## src/rtl/bcd_timer_ctrl.sv

```systemverilog
// bcd_timer_ctrl: two-digit BCD up-counter with a target compare, driven by a
// prescaled TICK strobe and START/STOP/CLEAR commands. Every output comes
// straight from a register, so nothing combinational reaches the ports.
module bcd_timer_ctrl #(
   parameter int unsigned TICK_DIV = 1
) (
   input  logic       CLK,
   input  logic       RST,
   input  logic       START,
   input  logic       STOP,
   input  logic       CLEAR,
   input  logic       TICK,
   input  logic [3:0] TGT_tens,
   input  logic [3:0] TGT_ones,
   output logic [3:0] CNT_tens,
   output logic [3:0] CNT_ones,
   output logic [1:0] STATE,
   output logic       BUSY,
   output logic       DONE_P,
   output logic       WRAP_P
);

   typedef enum logic [1:0] {
      ST_IDLE  = 2'b00,
      ST_RUN   = 2'b01,
      ST_PAUSE = 2'b10,
      ST_DONE  = 2'b11
   } state_t;

   localparam logic [3:0] PRESC_LAST = 4'(TICK_DIV - 1);

   state_t     state_q, state_d;
   logic [3:0] cnt_tens_q, cnt_tens_d;
   logic [3:0] cnt_ones_q, cnt_ones_d;
   logic [3:0] presc_q, presc_d;
   logic [3:0] tgt_tens_q, tgt_tens_d;
   logic [3:0] tgt_ones_q, tgt_ones_d;
   logic       busy_q, busy_d;
   logic       done_q, done_d;
   logic       wrap_q, wrap_d;

   logic [3:0] step_tens, step_ones;
   logic       step_wrap;
   logic [3:0] clamp_tens, clamp_ones;
   logic       cmd_stop, cmd_start;

   // Command priority: CLEAR masks STOP and START, STOP masks START.
   always_comb begin
      cmd_stop  = STOP & ~CLEAR;
      cmd_start = START & ~STOP & ~CLEAR;
   end

   // Target digits above 9 are not valid BCD; they latch as 9.
   always_comb begin
      clamp_tens = (TGT_tens > 4'd9) ? 4'd9 : TGT_tens;
      clamp_ones = (TGT_ones > 4'd9) ? 4'd9 : TGT_ones;
   end

   // Value the count would take on its next step, with carry and 99->00 wrap.
   always_comb begin
      step_ones = cnt_ones_q + 4'd1;
      step_tens = cnt_tens_q;
      step_wrap = 1'b0;
      if (cnt_ones_q == 4'd9) begin
         step_ones = 4'd0;
         if (cnt_tens_q == 4'd9) begin
            step_tens = 4'd0;
            step_wrap = 1'b1;
         end else begin
            step_tens = cnt_tens_q + 4'd1;
         end
      end
   end

   // Next-state, count, prescaler, target latch and pulse decisions.
   always_comb begin
      state_d    = state_q;
      cnt_tens_d = cnt_tens_q;
      cnt_ones_d = cnt_ones_q;
      presc_d    = presc_q;
      tgt_tens_d = tgt_tens_q;
      tgt_ones_d = tgt_ones_q;
      done_d     = 1'b0;
      wrap_d     = 1'b0;

      if (CLEAR) begin
         state_d    = ST_IDLE;
         cnt_tens_d = 4'd0;
         cnt_ones_d = 4'd0;
         presc_d    = 4'd0;
      end else begin
         case (state_q)
            ST_IDLE: begin
               cnt_tens_d = 4'd0;
               cnt_ones_d = 4'd0;
               if (cmd_start) begin
                  state_d    = ST_RUN;
                  tgt_tens_d = clamp_tens;
                  tgt_ones_d = clamp_ones;
                  presc_d    = 4'd0;
               end
            end
            ST_RUN: begin
               if (cmd_stop) begin
                  state_d = ST_PAUSE;
               end else if (TICK) begin
                  if (presc_q == PRESC_LAST) begin
                     presc_d    = 4'd0;
                     cnt_tens_d = step_tens;
                     cnt_ones_d = step_ones;
                     wrap_d     = step_wrap;
                     if ((step_tens == tgt_tens_q) && (step_ones == tgt_ones_q)) begin
                        state_d = ST_DONE;
                        done_d  = 1'b1;
                     end
                  end else begin
                     presc_d = presc_q + 4'd1;
                  end
               end
            end
            ST_PAUSE: begin
               if (cmd_start) begin
                  state_d = ST_RUN;
               end
            end
            ST_DONE: begin
               if (cmd_start) begin
                  state_d    = ST_RUN;
                  cnt_tens_d = 4'd0;
                  cnt_ones_d = 4'd0;
                  tgt_tens_d = clamp_tens;
                  tgt_ones_d = clamp_ones;
                  presc_d    = 4'd0;
               end
            end
            default: begin
               state_d = ST_IDLE;
            end
         endcase
      end

      busy_d = (state_d == ST_RUN);
   end

   // State and output registers; RST overrides every command and TICK.
   always_ff @(posedge CLK) begin
      if (RST) begin
         state_q    <= ST_IDLE;
         cnt_tens_q <= 4'd0;
         cnt_ones_q <= 4'd0;
         presc_q    <= 4'd0;
         tgt_tens_q <= 4'd0;
         tgt_ones_q <= 4'd0;
         busy_q     <= 1'b0;
         done_q     <= 1'b0;
         wrap_q     <= 1'b0;
      end else begin
         state_q    <= state_d;
         cnt_tens_q <= cnt_tens_d;
         cnt_ones_q <= cnt_ones_d;
         presc_q    <= presc_d;
         tgt_tens_q <= tgt_tens_d;
         tgt_ones_q <= tgt_ones_d;
         busy_q     <= busy_d;
         done_q     <= done_d;
         wrap_q     <= wrap_d;
      end
   end

   assign STATE    = state_q;
   assign CNT_tens = cnt_tens_q;
   assign CNT_ones = cnt_ones_q;
   assign BUSY     = busy_q;
   assign DONE_P   = done_q;
   assign WRAP_P   = wrap_q;

endmodule

```

## config.mk

```make
export PLATFORM = sky130hd
export DESIGN_NAME = bcd_timer_ctrl
export DESIGN_NICKNAME = d
export VERILOG_FILES = /design/src/rtl/bcd_timer_ctrl.sv
export SDC_FILE = /design/constraint.sdc
export NUM_CORES = 1
export LEC_CHECK = 0
export ABC_AREA = 1
export BUFFER_PORTS_ARGS = -buffer_cell sky130_fd_sc_hd__clkbuf_2
export CAP_MARGIN = 15
export CORE_ASPECT_RATIO = 1.5
export CORE_MARGIN = 1
export CORE_UTILIZATION = 28
export CTS_BUF_LIST = sky130_fd_sc_hd__clkbuf_2
export DETAILED_ROUTE_END_ITERATION = 8
export PLACE_DENSITY = 0.46
export SYNTH_ARGS = -nofsm -noshare
export SYNTH_HDL_FRONTEND = slang
export SYNTH_SLANG_ARGS = --single-unit
```

## constraint.sdc

```tcl
create_clock -name CLK -period 2.65 [get_ports CLK]
set_input_delay 0.265 -clock CLK [delete_from_list [all_inputs] [get_ports CLK]]
set_output_delay 0.265 -clock CLK [all_outputs]
set_load 0.05 [all_outputs]
```

; After elaboration in Yosys (flattened, before gate mapping)
; Index checks and enable logic that the tools add are counted.
[totals]
latchBits = 0
elab_cells = 76
register_bits = 25
mem_count = 0
rom_bits = 0
output_inout_bits = 13
ramBits = 0
[classes]
muxes = 27
n_eq_ne = 13
mul = 0
shift = 0
order_cmp = 2
add_sub_neg = 3
div = 0
bitwise_logic = 9
n_reduce_logical = 13
[op_table]
columns = cell, n
row1 = $mux W4, 15
row2 = $pmux W4 S3, 2
row3 = $add A4 B1 Y4 const B, 3
row4 = $mux W2, 6
row5 = $eq A4 B4 Y1, 2
row6 = $eq A4 B4 Y1 const B, 2
row7 = $gt A4 B4 Y1 const B, 2
row8 = $ne A2 B2 Y1 const B, 4
row9 = $pmux W4 S2, 1
row10 = $reduce_or A7 Y1, 1
row11 = $not A1 Y1, 6
row12 = $reduce_or A6 Y1, 1
row13 = $reduce_and A5 Y1, 1
row14 = $eq A2 B1 Y1 const B, 2
row15 = $eq A2 B2 Y1 const B, 2
row16 = $logic_not A4 Y1, 1
row17 = $pmux W2 S2, 1
row18 = $reduce_and A4 Y1, 1
row19 = $reduce_or A2 Y1, 2
row20 = $and A1 B1 Y1, 3
row21 = $reduce_and A3 Y1, 1
row22 = $reduce_bool A3 Y1, 1
row23 = $reduce_or A3 Y1, 1
row24 = $logic_not A2 Y1, 1
row25 = other kinds (4), 5

; Longest topological paths before layout
; Gate-level depths: netlist of run 1.
[logic_depth]
word_depth = 12
ltp_mapped = 14

; Worst setup path before layout of run 1
; OpenSTA, ideal clock, no wires.
[synth_timing]
path_type = reg-to-reg
startpoint = register state_q[1] (netlist: STATE[1])
endpoint = register cnt_tens_q[3] (netlist: CNT_tens[3])
stages_incl_launch_ff = 10
slack_ns = 0.672
arrival_ns = 1.861
t_required_ns = 2.533
n_path_buf = 0
period_less_slack_ns = 1.978
setup_ns = 0.117
cell_sequence = dfxtp_1 inv_1 ha_1 inv_1 nor2_1 o211ai_2 nor2_2 inv_2 a2bb2oi_1 nor2_1
[synth_via]
elab_chain_len = 3
elab_cells_between_ends = 10
[synth_rtl]
columns = item, line
row1 = start: declaration, 32  ; state_t state_q, state_d;
row2 = start signal: assignment, 158  ; state_q <= state_d;
row3 = $eq A2 B1 Y1 (tied with other cells), 92  ; case (state_q)
row4 = $ne A2 B2 Y1 (no source line) or $reduce_bool A3 Y1 (tied branches), --
row5 = $reduce_and A5 Y1 (no source line), --
row6 = end signal: assignment, 159  ; cnt_tens_q <= cnt_tens_d;
row7 = end: declaration, 33  ; logic [3:0] cnt_tens_q, cnt_tens_d;
; Parallel ways exist; a longest one is shown, timed or not.
; A chain may end at the register's enable or synchronous reset.

; Final worst setup path of run 1
[layout_timing]
startpoint = register state_q[1] (netlist: STATE[1])
endpoint = register presc_q[2]
[layout_via]
elab_chain_len = 4
elab_cells_between_ends = 10
[layout_rtl]
columns = item, line
row1 = $eq A2 B2 Y1 or $logic_not A2 Y1 (tied branches), 92
row2 = $reduce_or A2 Y1 (no source line), --
row3 = $ne A2 B1 Y1 (no source line) or $reduce_bool A2 Y1 (tied branches), --
row4 = $reduce_and A4 Y1 (no source line), --
row5 = end signal: assignment, 161  ; presc_q <= presc_d;
row6 = end: declaration, 35  ; logic [3:0] presc_q, presc_d;
; Parallel ways exist; a longest one is shown, timed or not.

==> results of run 1 <==
-- worst max path at each step --
stage	end	cells past startpoint	start	slack, ns
final	presc_q[2]	12	STATE[1]	0.64
after global routing	presc_q[2]	12	STATE[1]	0.43
after CTS	presc_q[2]	12	STATE[1]	0.61
after detailed placement	presc_q[2]	12	STATE[1]	0.67
after global placement	presc_q[2]	12	STATE[1]	0.70
after floorplan	CNT_tens[3]	9	STATE[1]	0.67
-- flip-flops by register name, summed over array words and instances (netlist names) --
signal	cells
CNT_ones	4
CNT_tens	4
presc_q	4
tgt_ones_q	4
tgt_tens_q	4
STATE	2
BUSY	1
DONE_P	1
WRAP_P	1
-- critical path, stage by stage, from the launching register on --
cell and delay, ns:
dfxtp_1 0.47, inv_1 0.06, ha_1 0.28, inv_1 0.12, nor2_1 0.08, inv_2 0.21
o21ai_1 0.10, nand2_1 0.19, inv_2 0.07, nand2_1 0.06, nand2_1 0.08, a21oi_1 0.13
o21a_1 0.12
-- power groups by stage --
stage	Combinational (mW)	Clock, mW	Sequential (mW)
after global routing	0.0991	0.192	0.393
after floorplan	0.0562	0	0.403
final	0.0873	0.166	0.392
after CTS	0.0888	0.172	0.392
after global placement	0.0887	0	0.398
after detailed placement	0.0883	0	0.399
-- per-stage QoR --
stage                     instances  hold slack [ns]  worst slack, ns
final                           326           0.1158           0.6400
after global routing            326          0.07535           0.4282
after CTS                       326           0.1086           0.6112
after detailed placement        322           0.4709           0.6657
after global placement          322           0.4680           0.6983
after floorplan                 230           0.4270           0.6718
-- placed cells by master, fill, tap and decap left out, drive strengths merged --
master   count
a211oi       5
a21oi       19
a221oi       1
a2bb2oi      1
a31oi        1
clkbuf      30
clkinv       1
dfxtp       25
ha           6
inv         40
nand2       66
nand3       19
nand4        5
nor2        26
nor3         2
nor3b        1
o211ai       1
o21a         1
o21ai        7
xor2         1
-- routing by layer --
metal	wire length (um)	up-vias	global-route usage	part of all wire
li1	-	787	-	-
met1	1568	667	0.1537	0.42
met2	1915	26	0.2473	0.52
met3	110	9	0.01741	0.030
met4	105	0	0.06977	0.028
met5	0	-	0	0
-- logic make-up after synthesis --
family / after synthesis
buffers and inverters: 43
and+or+nand+nor: 119
xor gates and xnor gates: 1
adders and majority gates: 6
DFF: 25
AOI/OAI and AO/OA: 36
-- final cells by class --
| class | count | area, um^2 |
|---|---|---|
| fillers | 567 | 3420 |
| inverters | 41 | 153.9 |
| multi-input cells | 162 | 855.8 |
| flip-flops and latches | 25 | 500.5 |
| clock buffers | 4 | 20.02 |
| well taps | 68 | 85.08 |
| repair buffers | 26 | 130.1 |
==> results.sh, run 1 <==
export IMPL_status="finished clean"
export IMPL_r2r_end="presc_q[2]"
export IMPL_holdCritStartpoint="TGT_ones[0]"
export IMPL_p_sw_uw=190.4
export IMPL_synth_compound_area_frac=0.1418
export IMPL_max_freq_ghz=0.4975
export IMPL_design_area_um2=1745
export IMPL_grt_pass1_vias=1399
export IMPL_clk_pin_slew_worst_paths_ns=0.26
export IMPL_worstSetupEndpointType="register"
export IMPL_synthSimpleGateAreaFrac=0.3669
export IMPL_wl_per_cell_um=11.35
export IMPL_crit_type="register to register"
export IMPL_post_cts_buffers=0
export IMPL_synth_ff_type="dfxtp_1"
export IMPL_whs_endpoint="tgt_ones_q[0]"
export IMPL_hp_class="input port to register"
export IMPL_grt_use_total=0.1363
export IMPL_num_antenna_cells=0
export IMPL_ys_warn_count=0
export IMPL_yosysMostFrequentCell="nand2_1"
export IMPL_synth_seq_cells=25
export IMPL_critPathMaxFanout=16
export IMPL_area_growth_pct=15.00
export IMPL_io_pins=27
export IMPL_powerDensity_nw_per_um2=369.7
export IMPL_antenna_found_initial=0
export IMPL_cp_required_ns=2.99
export IMPL_grt_pass1_wl_um=6189
export IMPL_totalPowerFinal_uw=645.3
export IMPL_cts_hold_buf=0
export IMPL_setup_violations=0
export IMPL_clock_latency_ns=0.37
export IMPL_p_comb_frac=0.135
export IMPL_slew_headroom=0.6976
export IMPL_ir_drop_mv=0.1366
export IMPL_drt_iter0_markers=94
export IMPL_async_flop_share=0
export IMPL_netlist_area_um2=1518
export IMPL_finalNetCount=279
export IMPL_clock_sinks=25
export IMPL_cts_buffers=3
export IMPL_grt_max_degree=17
export IMPL_placementRows=32
export IMPL_cp_arrival_ns=2.35
export IMPL_p_leak_nw=0.7811
export IMPL_cts_path_max_buffers=2
export IMPL_synthTopCellsByArea="dfxtp_1, nand2_1, inv_1"
export IMPL_yosysTopAreaCellShare=0.3298
export IMPL_p_sw_frac=0.2950
export IMPL_final_hold_viol_count=0
export IMPL_route_detailed_drc=0
export IMPL_synth_top_family_by_area="simple AND/OR/NAND/NOR gates"
export IMPL_synthTopCellsByCount="nand2_1, inv_1, dfxtp_1"
export IMPL_skew_ns=0.004135
export IMPL_crit_path_start_kind="register"
export IMPL_ant_nets=0
export IMPL_core_area_um2=5165
export IMPL_rsz0062_at_grt="false"
export IMPL_fp_dieW_um=62.12
export IMPL_grt_overflow_total=0
export IMPL_cts_tree="built"
export IMPL_avgSynthCellArea_um2=6.599
export IMPL_r2r_cells=12
export IMPL_post_route_util=0.3379
export IMPL_die_area_um2=5725
export IMPL_tightest_slew_ns=0.4523
export IMPL_syn_inst=230
export IMPL_post_cts_resized=0
export IMPL_internal_power_uw=454.9
export IMPL_dp_hpwl_um=2966
export IMPL_regToRegSetupSlack_ns=0.64
export IMPL_drive_gt1_frac=0.2054
export IMPL_setup_tns_ns=0
export IMPL_io_buffer_count=26
export IMPL_cts_root_buf="clkbuf_2"
export IMPL_drv_cap=0
export IMPL_synthDistinctLibCells=28
export IMPL_synth_edf_count=0
export IMPL_synth_xor_area_share=0.005771
export IMPL_initial_core_util=0.2938
export IMPL_die_height_um=92.17
export IMPL_finalCritPeriodShare=0.7585
export IMPL_p_clk_frac=0.258
export IMPL_yosys_area_share_adder=0.04946
export IMPL_place_gp_congestion=0.8067
export IMPL_r2r_start="STATE[1]"
export IMPL_yosysTopAreaCell="dfxtp_1"
export IMPL_pwr_share_seq=0.607
export IMPL_htree_levels=1
export IMPL_wirelength_um=3699
export IMPL_placedInstanceArea_um2=1725
export IMPL_via_count=1489
export IMPL_seq_area_frac_synth=0.3298
export IMPL_via_per_inst=4.567
export IMPL_synth_fp_nets=250
export IMPL_first_pass_iters=4
export IMPL_synthMuxAreaShare=0
export IMPL_whs_path_depth=3
export IMPL_final_max_slew_viol_count=0
export IMPL_fin_crit_ns=2.010
No activity file was read; power rests on OpenSTA's default activity.
==> inputs of run 2 (changes only) <==
- PLACE_DENSITY: 0.46 -> 0.47
- clock period: 2.65 -> 1.8 ns (I/O delays scaled with it)
==> results.sh, run 2 (synthesis results as in run 1) <==
export IMPL_io_buffer_count=26
export IMPL_drive_gt1_frac=0.2948
export IMPL_cts_tree="built"
export IMPL_cp_required_ns=2.11
export IMPL_io_pins=27
export IMPL_cpPeakStageDelay_ns=0.42
export IMPL_layout_commonest_cell="nand2_1"
export IMPL_wl_per_cell_um=11.60
export IMPL_setup_tns_ns=0
export IMPL_htree_levels=1
export IMPL_core_area_um2=5165
export IMPL_clock_latency_ns=0.35
export IMPL_dpl_worst_slack_ns=0.003170
export IMPL_cts_path_max_buffers=2
export IMPL_via_count=1533
export IMPL_critPathMaxFanout=5
export IMPL_place_gp_congestion=0.8249
export IMPL_clock_sinks=25
export IMPL_drt_iter0_markers=40
export IMPL_crit_path_start_kind="register"
export IMPL_slew_headroom=0.7653
export IMPL_route_detailed_drc=0
export IMPL_final_hold_viol_count=0
export IMPL_wirelength_um=3899
export IMPL_ant_nets=0
export IMPL_area_growth_pct=23.00
export IMPL_fin_crit_ns=1.655
export IMPL_final_cell_mix="nand2_1, inv_1, clkbuf_2"
export IMPL_worstSetupEndpointType="register"
export IMPL_cp_arrival_ns=1.96
export IMPL_powerDensity_nw_per_um2=514.4
export IMPL_grt_overflow_total=0
export IMPL_cp_slowest_cell="dfxtp_4"
export IMPL_placementRows=32
export IMPL_rsz0062_at_grt="false"
export IMPL_num_antenna_cells=0
export IMPL_finalNetCount=289
export IMPL_dp_hpwl_um=3124
export IMPL_cts_buffers=3
export IMPL_max_freq_ghz=0.6044
export IMPL_fp_dieW_um=62.12
export IMPL_first_pass_iters=5
export IMPL_die_area_um2=5725
export IMPL_grt_max_degree=16
export IMPL_setup_ws_ns=0.1454
export IMPL_cp_cell_sequence="inv_2, ha_2, nand3_4, nand3_1, nand2_1, nand2_1, inv_1, nand2_1, nand2_1, nor2_2, nand3_2, nand2_1, nand2_1, nor2_1"
export IMPL_setup_violations=0
export IMPL_crit_type="register to register"
export IMPL_die_height_um=92.17
export IMPL_crit_top_cell="nand2_1"
export IMPL_clk_pin_slew_worst_paths_ns=0.25
export IMPL_fillCellCount=580
export IMPL_p_leak_nw=0.8348
export IMPL_status="finished clean"
export IMPL_grt_pass1_vias=1469
export IMPL_initial_core_util=0.2938
export IMPL_via_per_inst=4.563
export IMPL_skew_ns=0.006493
export IMPL_final_max_slew_viol_count=0
export IMPL_hp_class="input port to register"
export IMPL_tightest_slew_ns=0.3508
export IMPL_cts_root_buf="clkbuf_2"
export IMPL_finalCritPeriodShare=0.9192
export IMPL_drv_cap=0
export IMPL_grt_use_total=0.1479
export IMPL_antenna_found_initial=0
export IMPL_grt_pass1_wl_um=6630
export IMPL_ir_drop_mv=0.1950
## run 2: cell count changes in the layout (fill, tap and decap cells not counted), moves of 2 or more
cell	previous run	this run
nand2_2	4	7
inv_1	33	31
dfxtp_1	25	16
nand2_1	60	57
buf_4	0	9
inv_2	7	9
dfxtp_4	0	3
dfxtp_2	0	6
## run 2: final timing paths
| kind | start | end | slack, ns | cells after the start |
|---|---|---|---|---|
| max | CNT_tens[1] | STATE[1] | 0.15 | 14 |
| min | TGT_ones[2] | tgt_ones_q[2] | 0.09 | 3 |
| max reg2reg | CNT_tens[1] | STATE[1] | 0.15 | 14 |
| min reg2reg | presc_q[0] | presc_q[0] | 0.50 | 2 |
## run 2: report_power, final
part	switching, mW	internal (mW)	leakage, nW	total, mW
clock	0.179	0.0586	0.0166	0.238
combinational	0.0943	0.0561	0.610	0.150
sequential	0.00785	0.564	0.208	0.572
total	0.282	0.679	0.835	0.960
## run 2: routing by layer
metal | track usage | vias to the layer above | routed length [um] | part of all wire
li1 | - | 819 | - | -
met1 | 0.1570 | 684 | 1622 | 0.42
met2 | 0.2830 | 25 | 2082 | 0.53
met3 | 0.01990 | 5 | 133 | 0.034
met4 | 0.06783 | 0 | 60 | 0.015
met5 | 0 | - | 0 | 0
## run 2: critical path, delay by kind of cell (launching register included)
kind | cells | cell delay (ns)
and+or+nand+nor | 11 | 0.91
adders and majority gates | 1 | 0.18
buffers and inverters | 2 | 0.12
DFF | 1 | 0.42
## run 2: what timing repair did
item	in CTS	in global routing
hold endpoints to repair	0	1
pin swaps	0	7
setup endpoints to repair	1	7
resized for setup	2	12
buffers inserted	0	3
hold buffers	0	1
## run 2: cell type report
cell class              count  area (um^2)  area share
flip-flops and latches     25        519.2      0.2782
clock buffers               4        20.02     0.01072
multi-input cells         162        880.8      0.4719
well taps                  68        85.08     0.04558
inverters                  41        153.9     0.08244
repair buffers             36        207.7      0.1113
## run 2: through the flow
step                      std cells  hold WS (ns)  area [um^2]    util  total power [mW]
after detailed placement        328        0.4477         1779  0.3445            0.7325
final                           336       0.09081         1867  0.3614            0.9602
after CTS                       332       0.01574         1804  0.3493            0.9745
after global routing            336       0.03684         1867  0.3614             1.028
after floorplan                 230        0.3346         1526       -            0.6762
after global placement          328        0.4442         1779  0.3445            0.7338
